**config.mk**
```make
export PLATFORM = sky130hd
export DESIGN_NAME = lcd1602_seq
export DESIGN_NICKNAME = d
export VERILOG_FILES = /design/src/rtl/lcd1602_seq.sv
export SDC_FILE = /design/constraint.sdc
export NUM_CORES = 1
export LEC_CHECK = 0
export BUFFER_PORTS_ARGS = -buffer_cell sky130_fd_sc_hd__buf_2
export CAP_MARGIN = 40
export CELL_PAD_IN_SITES_DETAIL_PLACEMENT = 1
export CELL_PAD_IN_SITES_GLOBAL_PLACEMENT = 2
export CORE_AREA = 2 2 123 89
export DETAILED_ROUTE_END_ITERATION = 6
export DIE_AREA = 0 0 125 91
export PLACE_DENSITY_LB_ADDON = 0.2
export SLEW_MARGIN = 20
export SYNTH_ARGS = -nofsm -noshare
export SYNTH_HDL_FRONTEND = slang
export SYNTH_SLANG_ARGS = --single-unit
```
**constraint.sdc**
```tcl
create_clock -name in_clock -period 2.4 [get_ports in_clock]
set_input_delay 0.12 -clock in_clock [delete_from_list [all_inputs] [get_ports in_clock]]
set_output_delay 0.12 -clock in_clock [all_outputs]
set_load 0.02 [all_outputs]
```
**src/rtl/lcd1602_seq.sv**
```systemverilog
// lcd1602_seq: write-only bus sequencer for an HD44780-compatible LCD1602.
//
// The CPU pushes {RS, byte} pairs into a small FIFO. After reset the block waits
// a power-up delay and then plays a fixed init sequence. After that it drains the
// FIFO. Each byte goes through the same bus cycle: setup, E pulse, hold, and
// execution delay. Firmware polls busy/full/ovf and needs no software delays.
//
// Ports:
//   in_clock   system clock, rising edge
//   rst        synchronous reset, active-high
//   wr_stb     one-cycle write strobe (synchronous to in_clock)
//   wr_rs      RS for the pushed byte (0 = command, 1 = data)
//   wr_data    byte to send
//   busy       init pending, FIFO non-empty, or a transfer/delay in progress
//   full       FIFO holds FIFO_DEPTH entries
//   ovf        sticky dropped-write flag, cleared only by rst
//   init_done  init sequence complete
//   lcd_e      LCD enable
//   lcd_rs     LCD register select
//   lcd_rw     LCD read/write, tied low
//   lcd_db     LCD data bus
module lcd1602_seq #(
  parameter int unsigned T_POWERUP  = 750000,
  parameter int unsigned T_SETUP    = 2,
  parameter int unsigned T_PULSE    = 12,
  parameter int unsigned T_HOLD     = 2,
  parameter int unsigned T_SHORT    = 1850,
  parameter int unsigned T_LONG     = 76000,
  parameter int unsigned FIFO_DEPTH = 4,
  parameter int unsigned CNT_W      = 20
) (
  input  logic       in_clock,
  input  logic       rst,
  input  logic       wr_stb,
  input  logic       wr_rs,
  input  logic [7:0] wr_data,
  output logic       busy,
  output logic       full,
  output logic       ovf,
  output logic       init_done,
  output logic       lcd_e,
  output logic       lcd_rs,
  output logic       lcd_rw,
  output logic [7:0] lcd_db
);

  localparam int unsigned AW = $clog2(FIFO_DEPTH);

  localparam logic [2:0] ST_PWRUP = 3'd0;
  localparam logic [2:0] ST_INIT  = 3'd1;
  localparam logic [2:0] ST_IDLE  = 3'd2;
  localparam logic [2:0] ST_SETUP = 3'd3;
  localparam logic [2:0] ST_PULSE = 3'd4;
  localparam logic [2:0] ST_HOLD  = 3'd5;
  localparam logic [2:0] ST_WAIT  = 3'd6;

  localparam logic [2:0] INIT_LAST = 3'd5;

  // Terminal count for a timed state. A state lasts T clocks, so the counter
  // runs 0..T-1. A value of 0 is treated as 1.
  function automatic logic [CNT_W-1:0] f_lim(input int unsigned t);
    if (t <= 1) return '0;
    else        return CNT_W'(t - 1);
  endfunction

  function automatic logic [7:0] f_rom(input logic [2:0] idx);
    case (idx)
      3'd0, 3'd1, 3'd2: f_rom = 8'h38;
      3'd3:             f_rom = 8'h0C;
      3'd4:             f_rom = 8'h06;
      default:          f_rom = 8'h01;
    endcase
  endfunction

  logic [2:0]       r_state;
  logic [CNT_W-1:0] r_cnt;
  logic [2:0]       r_idx;
  logic             r_init_done;
  logic             r_rs;
  logic [7:0]       r_db;
  logic             r_ovf;
  logic [AW:0]      r_wr_ptr;
  logic [AW:0]      r_rd_ptr;
  logic [8:0]       r_mem [FIFO_DEPTH];

  logic             w_empty;
  logic             w_full;
  logic             w_pop;
  logic             w_push;
  logic [8:0]       w_head;
  logic             w_long;
  logic [CNT_W-1:0] w_lim;
  logic             w_tick;

  // The pointers are one bit wider than the index. When the indices match,
  // the extra bit tells empty from full.
  assign w_empty = (r_wr_ptr == r_rd_ptr);
  assign w_full  = (r_wr_ptr[AW] != r_rd_ptr[AW]) &&
                   (r_wr_ptr[AW-1:0] == r_rd_ptr[AW-1:0]);
  assign w_head  = r_mem[r_rd_ptr[AW-1:0]];

  assign w_pop  = (r_state == ST_IDLE) && r_init_done && !w_empty;
  // A pop on the same edge frees a slot, so a push into a full FIFO is still accepted.
  assign w_push = wr_stb && (!w_full || w_pop);

  // Clear and return-home need the long execution delay.
  assign w_long = !r_rs && (r_db[7:2] == 6'd0);

  always_comb begin
    w_lim = '0;
    case (r_state)
      ST_PWRUP: w_lim = f_lim(T_POWERUP);
      ST_SETUP: w_lim = f_lim(T_SETUP);
      ST_PULSE: w_lim = f_lim(T_PULSE);
      ST_HOLD:  w_lim = f_lim(T_HOLD);
      ST_WAIT:  w_lim = w_long ? f_lim(T_LONG) : f_lim(T_SHORT);
      default:  w_lim = '0;
    endcase
  end

  assign w_tick = (r_cnt == w_lim);

  always_ff @(posedge in_clock) begin
    if (rst) begin
      r_wr_ptr <= '0;
      r_rd_ptr <= '0;
      r_ovf    <= 1'b0;
    end else begin
      if (w_push)           r_wr_ptr <= r_wr_ptr + 1'b1;
      if (w_pop)            r_rd_ptr <= r_rd_ptr + 1'b1;
      if (wr_stb && !w_push) r_ovf   <= 1'b1;
    end
  end

  always_ff @(posedge in_clock) begin
    if (!rst && w_push) r_mem[r_wr_ptr[AW-1:0]] <= {wr_rs, wr_data};
  end

  always_ff @(posedge in_clock) begin
    if (rst) begin
      r_state     <= ST_PWRUP;
      r_cnt       <= '0;
      r_idx       <= '0;
      r_init_done <= 1'b0;
      r_rs        <= 1'b0;
      r_db        <= '0;
    end else begin
      case (r_state)
        ST_PWRUP: begin
          if (w_tick) begin
            r_cnt   <= '0;
            r_idx   <= '0;
            r_state <= ST_INIT;
          end else begin
            r_cnt <= r_cnt + 1'b1;
          end
        end
        ST_INIT: begin
          r_rs    <= 1'b0;
          r_db    <= f_rom(r_idx);
          r_cnt   <= '0;
          r_state <= ST_SETUP;
        end
        ST_IDLE: begin
          if (w_pop) begin
            r_rs    <= w_head[8];
            r_db    <= w_head[7:0];
            r_cnt   <= '0;
            r_state <= ST_SETUP;
          end
        end
        ST_SETUP, ST_PULSE, ST_HOLD: begin
          if (w_tick) begin
            r_cnt <= '0;
            case (r_state)
              ST_SETUP: r_state <= ST_PULSE;
              ST_PULSE: r_state <= ST_HOLD;
              default:  r_state <= ST_WAIT;
            endcase
          end else begin
            r_cnt <= r_cnt + 1'b1;
          end
        end
        ST_WAIT: begin
          if (w_tick) begin
            r_cnt <= '0;
            if (r_init_done) begin
              r_state <= ST_IDLE;
            end else if (r_idx == INIT_LAST) begin
              r_init_done <= 1'b1;
              r_state     <= ST_IDLE;
            end else begin
              r_idx   <= r_idx + 3'd1;
              r_state <= ST_INIT;
            end
          end else begin
            r_cnt <= r_cnt + 1'b1;
          end
        end
        default: begin
          r_cnt   <= '0;
          r_state <= ST_PWRUP;
        end
      endcase
    end
  end

  assign busy      = !r_init_done || !w_empty || (r_state != ST_IDLE);
  assign full      = w_full;
  assign ovf       = r_ovf;
  assign init_done = r_init_done;
  // E is decoded from the registered state, so a reset drops it on the same edge.
  assign lcd_e     = (r_state == ST_PULSE);
  assign lcd_rs    = r_rs;
  assign lcd_rw    = 1'b0;
  assign lcd_db    = r_db;

endmodule

```
==> qor.txt, run 1 <==
outcome -> finished, final reports clean
Crit. End Element -> flip-flop
final cell count without fillers -> 566
vias in the first global route -> 3074
CTS tree -> built
starting DRC count in detailed routing -> 206
Tightest Pin Transition -> 543 ps
Critical Path RT -> 2620 ps
fill cell count -> 1125
first-pass GRT wire length -> 16.7 mm
DR WL/cell -> 18.0 µm
Pre-antenna DRT Iters -> 4
area delta synth->final -> 19.3%
syn avg cell area -> 10.5 µm²
Final period util -> 0.909
unrepaired setup endpoints after global routing -> false
hold crit path type -> in -> reg
M3 GR Usage -> 0.0566
Tot Pwr -> 3.35 mW
worst skew pair latency -> 340 ps
aggregate global routing overflow -> 0
total negative slack -> 0 ps
worst vdd ir -> 0.407 mV
Pleak -> 1.75 nW
most frequent cells in the layout -> dfxtp_1 (43), nor2_1 (37), edfxtp_1 (36)
ys async rst share -> 0
Critical Path Start Type -> flip-flop
DP Wirelength -> 7.30 mm
initial antenna violation count -> 0
met2 Use GR -> 0.266
top cell type's share of synthesized area -> 0.271
Port Buffer Count -> 25
Synth Cell Area -> 0.00400 mm²
Top FF cell, synth -> dfxtp_1
nets -> 452
max-cap viol count -> 0
Max-Slew Margin vs Limit -> 0.638
Initial Util -> 0.393
post-synth cell types -> 62
placed cells -> 538
H-tree Lvls -> 3
post-synthesis net count -> 403
CTS Buf Count -> 9
Ys Warns -> 0
most common cell after layout, fill and taps aside -> dfxtp_1
placer congestion estimate -> 0.757
die area -> 0.0114 mm²
top post-synthesis cells by area -> edfxtp_1 (27%), dfxtp_1 (23%), mux4_2 (5.1%)
Most Crowded Layer GR -> met1
Root Buffer -> clkbuf_16
antenna-violating nets left -> 0
multi-input logic area -> 0.00184 mm²
endpoints failing setup -> 0
maximum clock frequency -> 459 MHz
Slew Viols, Final -> 0
met1 usage -> 0.284
DRC -> 0
I/O pins -> 27
TritonCTS Sinks -> 81
Util after Layout -> 0.469
pin count of the biggest net entering global routing -> 21
Die Span X -> 125 µm
vias per inst -> 5.40
final wirelength -> 10.2 mm
Seq/Total Area, Yosys -> 0.496
arrival time worst endpoint -> 2400 ps
CTS clk-pin slew, worst paths -> 70 ps
Final min period -> 2180 ps
Hold Vio Cnt, Final -> 0
Worst Skew -> 10.8 ps
critical path type -> reg -> reg
GRT Resource Usage Total -> 0.188
FF+latch count, synth -> 81
post-synth top area cell -> edfxtp_1
Post-Syn Instances -> 380
Clock Path Buffers -> 2
Die H -> 91 µm
Power Density -> 704 mW/mm²
core area -> 0.0102 mm²
Post-synth EDFFs -> 36
register area -> 0.00198 mm²
via count -> 3054
Inserted Diodes -> 0
Rows -> 31
share of cells above drive strength 1 -> 0.221
CP max FO -> 12
-- where the power goes --
group	leakage [nW]	internal, mW	switching (mW)	total [mW]
clock network	0.149	0.741	0.632	1.37
registers	0.692	1.49	0.0470	1.54
logic	0.907	0.183	0.264	0.446
total	1.75	2.41	0.942	3.35
-- cells in the mapped netlist (2+ instances only) --
cell type  instances
xnor2_1           11
a211oi_1           4
and3_1             3
or4_1              2
o21ai_1            7
nand3b_1           2
xor2_1             5
nor3_1            13
o311ai_1           5
buf_4              3
nor2_1            37
and2b_1            2
nand3_1           20
mux4_2             9
and2_1             4
dfxtp_1           45
buf_1              2
inv_1             16
o32ai_1            3
buf_2              5
mux2i_1            8
o21a_1             2
a31oi_1            7
a21oi_2            2
o22ai_1            3
buf_6              3
nor3b_1            2
ha_1              11
nand4_1           15
nand2b_1           6
nor2b_1            2
o21ai_0            2
a21oi_1           12
nand4b_1           2
and3b_1            2
nand2_1           33
clkbuf_1          10
edfxtp_1          36
-- final cells by class --
| type | instances | share of cell area |
|---|---|---|
| clock buffers | 9 | 0.0473 |
| clock inverters | 7 | 0.0160 |
| inverters | 16 | 0.0126 |
| repair buffers | 61 | 0.0877 |
| well taps | 132 | 0.0347 |
| multi-input cells | 260 | 0.385 |
| flip-flops and latches | 81 | 0.416 |
-- sequential cells by signal (all words and copies together) (netlist names), named ones only --
register   flops
lcd_rs         1
r_rd_ptr       3
r_idx          3
lcd_db         8
init_done      1
r_wr_ptr       3
r_state        3
r_mem         36
r_cnt         20
ovf            1
-- worst paths after layout --
path,startpoint,endpoint,slack (ps),cells past startpoint
max,r_state[0],r_cnt[10],220,8
min reg2reg,ovf,ovf,470,2
min,wr_stb,ovf,20,3
max reg2reg,r_state[0],r_cnt[10],220,8
-- worst max-delay path, stage by stage, from the launching register on --
cell	delay, ps
dfxtp_1	480
and3b_1	290
a31oi_2	230
mux2i_1	220
o21a_2	180
nand4b_4	140
buf_4	220
a31oi_1	200
o22ai_1	110
-- logic make-up after synthesis --
group | count (synthesis) | share of synthesized area
other | 1 | 0.000939
muxes | 17 | 0.0708
and+or+nand+nor | 156 | 0.212
buffers and inverters | 39 | 0.0467
xor gates and xnor gates | 16 | 0.0351
adders and majority gates | 11 | 0.0344
DFF | 81 | 0.496
AOI/OAI and AO/OA | 59 | 0.104
-- repair_timing --
item / 4_1_cts / 5_1_grt
resized for setup: 0 / 4
hold buffers: 9 / 0
setup endpoints to repair: 0 / 47
buffers inserted: 0 / 3
hold endpoints to repair: 33 / 0
-- per-stage QoR --
step	cell area (µm²)	hold WS (ps)	worst slack (ps)
3_5_place_dp	4340	343	71.8
3_3_place_gp	4340	335	168
6_report	4770	24.8	219
5_1_grt	4770	43.3	60.8
2_1_floorplan	4000	219	364
4_1_cts	4730	14.6	20.9
-- metal layers --
metal / share of wire / up-vias
li1: - / 1483
met1: 0.52 / 1499
met2: 0.42 / 67
met3: 0.057 / 5
met4: 0.0054 / 0
met5: 0 / -
(Power assumes the default switching activity.)
==> run 2, diff against run 1 <==
==> constraint.sdc (replaced) <==
create_clock -name in_clock -period 2.4 [get_ports in_clock]
set_input_delay 0.48 -clock in_clock [delete_from_list [all_inputs] [get_ports in_clock]]
set_output_delay 0.48 -clock in_clock [all_outputs]
set_load 0.02 [all_outputs]
==> run 2 against run 1 <==
  * Sequential cell count unchanged
  * Clock power about the same
  * Hold slack better by 330 ps
  * Die area unchanged
  * Critical endpoint is now busy
  * Largest power group unchanged
==> qor.txt, run 2 (synthesis results as in run 1) <==
outcome -> finished, final reports clean (unchanged)
antenna-violating nets left -> 0 (unchanged)
initial antenna violation count -> 0 (unchanged)
Post-CTS Setup Bufs -> 0 (unchanged)
first-pass GRT wire length -> 15.9 mm (was 16.7 mm)
Final min period -> 2190 ps (was 2180 ps)
reg2reg start -> r_state[0] (unchanged)
Slew Viols, Final -> 0 (unchanged)
CTS clk-pin slew, worst paths -> 70 ps (about the same)
Worst Skew -> 3.25 ps (was 10.8 ps)
total negative slack -> 0 ps (unchanged)
starting DRC count in detailed routing -> 167 (was 206)
Crit. End Element -> output pin (was flip-flop)
area post-placement -> 0.00435 mm² (was 0.00434 mm²)
Inserted Diodes -> 0 (unchanged)
share of cells above drive strength 1 -> 0.220 (was 0.221)
Hold Vio Cnt, Final -> 0 (unchanged)
arrival time worst endpoint -> 1710 ps (was 2400 ps)
I/O pins -> 27 (unchanged)
die area -> 0.0114 mm² (unchanged)
Final period util -> 0.914 (was 0.909)
CTS Buf Count -> 9 (unchanged)
Worst path slowest cell -> dfxtp_1 (unchanged)
DRC -> 0 (unchanged)
Tot Pwr -> 3.34 mW (was 3.35 mW)
vias per inst -> 5.37 (was 5.40)
CP max FO -> 11 (was 12)
cts hold-fix bufs -> 0 (was 9)
pin count of the biggest net entering global routing -> 19 (was 21)
Pleak -> 1.70 nW (was 1.75 nW)
most frequent cells in the layout -> dfxtp_1 (43), nor2_1 (37), edfxtp_1 (36) (unchanged)
via count -> 2980 (was 3054)
Critical Path Start Type -> flip-flop (unchanged)
maximum clock frequency -> 456 MHz (was 459 MHz)
pre-CTS setup slack -> 155 ps (was 71.8 ps)
switching pwr -> 940 µW (was 942 µW)
Power Density -> 717 mW/mm² (was 704 mW/mm²)
worst vdd ir -> 0.436 mV (was 0.407 mV)
nets -> 441 (was 452)
DR WL/cell -> 17.4 µm (was 18.0 µm)
max-cap viol count -> 0 (unchanged)
max reg flops -> 36 (unchanged)
Crit. Startpoint -> r_state[0] (unchanged)
Initial Util -> 0.393 (unchanged)
crit path cell chain -> buf_4 -> nor3b_4 -> buf_4 -> nand3_1 -> buf_2 (was and3b_1 -> a31oi_2 -> mux2i_1 -> o21a_2 -> nand4b_4 -> buf_4 -> a31oi_1 -> o22ai_1)
hold crit path type -> in -> reg (unchanged)
DP Wirelength -> 7.21 mm (was 7.30 mm)
final hold slack -> 351 ps (was 24.8 ps)
area delta synth->final -> 16.6% (was 19.3%)
Die Span X -> 125 µm (unchanged)
final worst slack -> 207 ps (was 219 ps)
design area -> 0.00466 mm² (was 0.00477 mm²)
placed cells -> 539 (was 538)
CTS tree -> built (unchanged)
most common cell after layout, fill and taps aside -> dfxtp_1 (unchanged)
Comb pwr share -> 0.127 (was 0.133)
hold path start -> wr_data[6] (was wr_stb)
critical path type -> reg -> out (was reg -> reg)
Largest delay share family, worst path -> buffers and inverters (was compound AO/OA/AOI/OAI gates)
sw frac -> 0.281 (about the same)
aggregate global routing overflow -> 0 (unchanged)
most frequent cell on the critical path -> buf_4
worst skew pair latency -> 340 ps (about the same)
Root Buffer -> clkbuf_16 (unchanged)
final cell count without fillers -> 555 (was 566)
critical path's largest stage delay -> 390 ps (was 480 ps)
placer congestion estimate -> 0.766 (was 0.757)
GRT Resource Usage Total -> 0.179 (was 0.188)
Util after Layout -> 0.458 (was 0.469)
Clock power frac -> 0.412 (was 0.409)
Rows -> 31 (unchanged)
Reg power frac -> 0.461 (was 0.458)
final wirelength -> 9.65 mm (was 10.2 mm)
H-tree Lvls -> 3 (unchanged)
core area -> 0.0102 mm² (unchanged)
TritonCTS Sinks -> 81 (unchanged)
Critical Path RT -> 1920 ps (was 2620 ps)
CP bufs+invs -> 3 (was 1)
Port Buffer Count -> 25 (unchanged)
unrepaired setup endpoints after global routing -> false (unchanged)
Int Power -> 2.40 mW (was 2.41 mW)
Clock Path Buffers -> 2 (unchanged)
endpoints failing setup -> 0 (unchanged)
Pre-antenna DRT Iters -> 4 (unchanged)
Die H -> 91 µm (unchanged)
reg2reg setup slack -> 220 ps (about the same)
vias in the first global route -> 2941 (was 3074)
## run 2: cell count changes in the layout (fill, tap and decap cells not counted), sizes merged
cell         before  now
dlygate4sd3       9    0
buf              52   50
## run 2: worst reg2reg max path, delay by kind of cell (launching register included)
kind,cells,cell delay [ps]
flip-flops,1,490
AND/OR/NAND/NOR,3,670
buffers and inverters,1,200
AO/OA/AOI/OAI,3,480
multiplexers,1,210
## run 2: layout make-up
class / instances / area [µm²]
Multi-Input combinational cell: 260 / 1830
Clock buffer: 9 / 225
Tap cell: 132 / 165
Sequential cell: 81 / 1980
Fill cell: 1132 / 5510
Timing Repair Buffer: 50 / 313
Inverter: 16 / 60.1
Clock inverter: 7 / 76.3
## run 2: final timing paths
| kind | cells past startpoint | to |
|---|---|---|
| setup / recovery | 5 | busy |
| hold / removal | 1 | r_mem[3][6] |
| setup reg to reg | 8 | r_state[0] |
| hold reg to reg | 2 | lcd_db[2] |
## run 2: power groups by stage
stage	clock [mW]	combinational [mW]	sequential (mW)
3_5_place_dp	0	0.425	1.57
3_3_place_gp	0	0.419	1.56
5_1_grt	1.48	0.471	1.55
6_report	1.38	0.425	1.54
2_1_floorplan	0	0.292	1.56
4_1_cts	1.41	0.428	1.54
## run 2: timing repair
| action | in CTS | in global routing |
|---|---|---|
| endpoints found under the setup margin | 0 | 3 |
| hold endpoints to repair | 0 | 0 |
| gates resized for setup | 0 | 3 |
## run 2: layer usage
metal / GRT usage / part of all wire / vias to the layer above
li1: - / - / 1468
met1: 0.276 / 0.55 / 1472
met2: 0.250 / 0.41 / 36
met3: 0.0519 / 0.032 / 4
met4: 0.0278 / 0.0057 / 0
met5: 0 / 0 / -
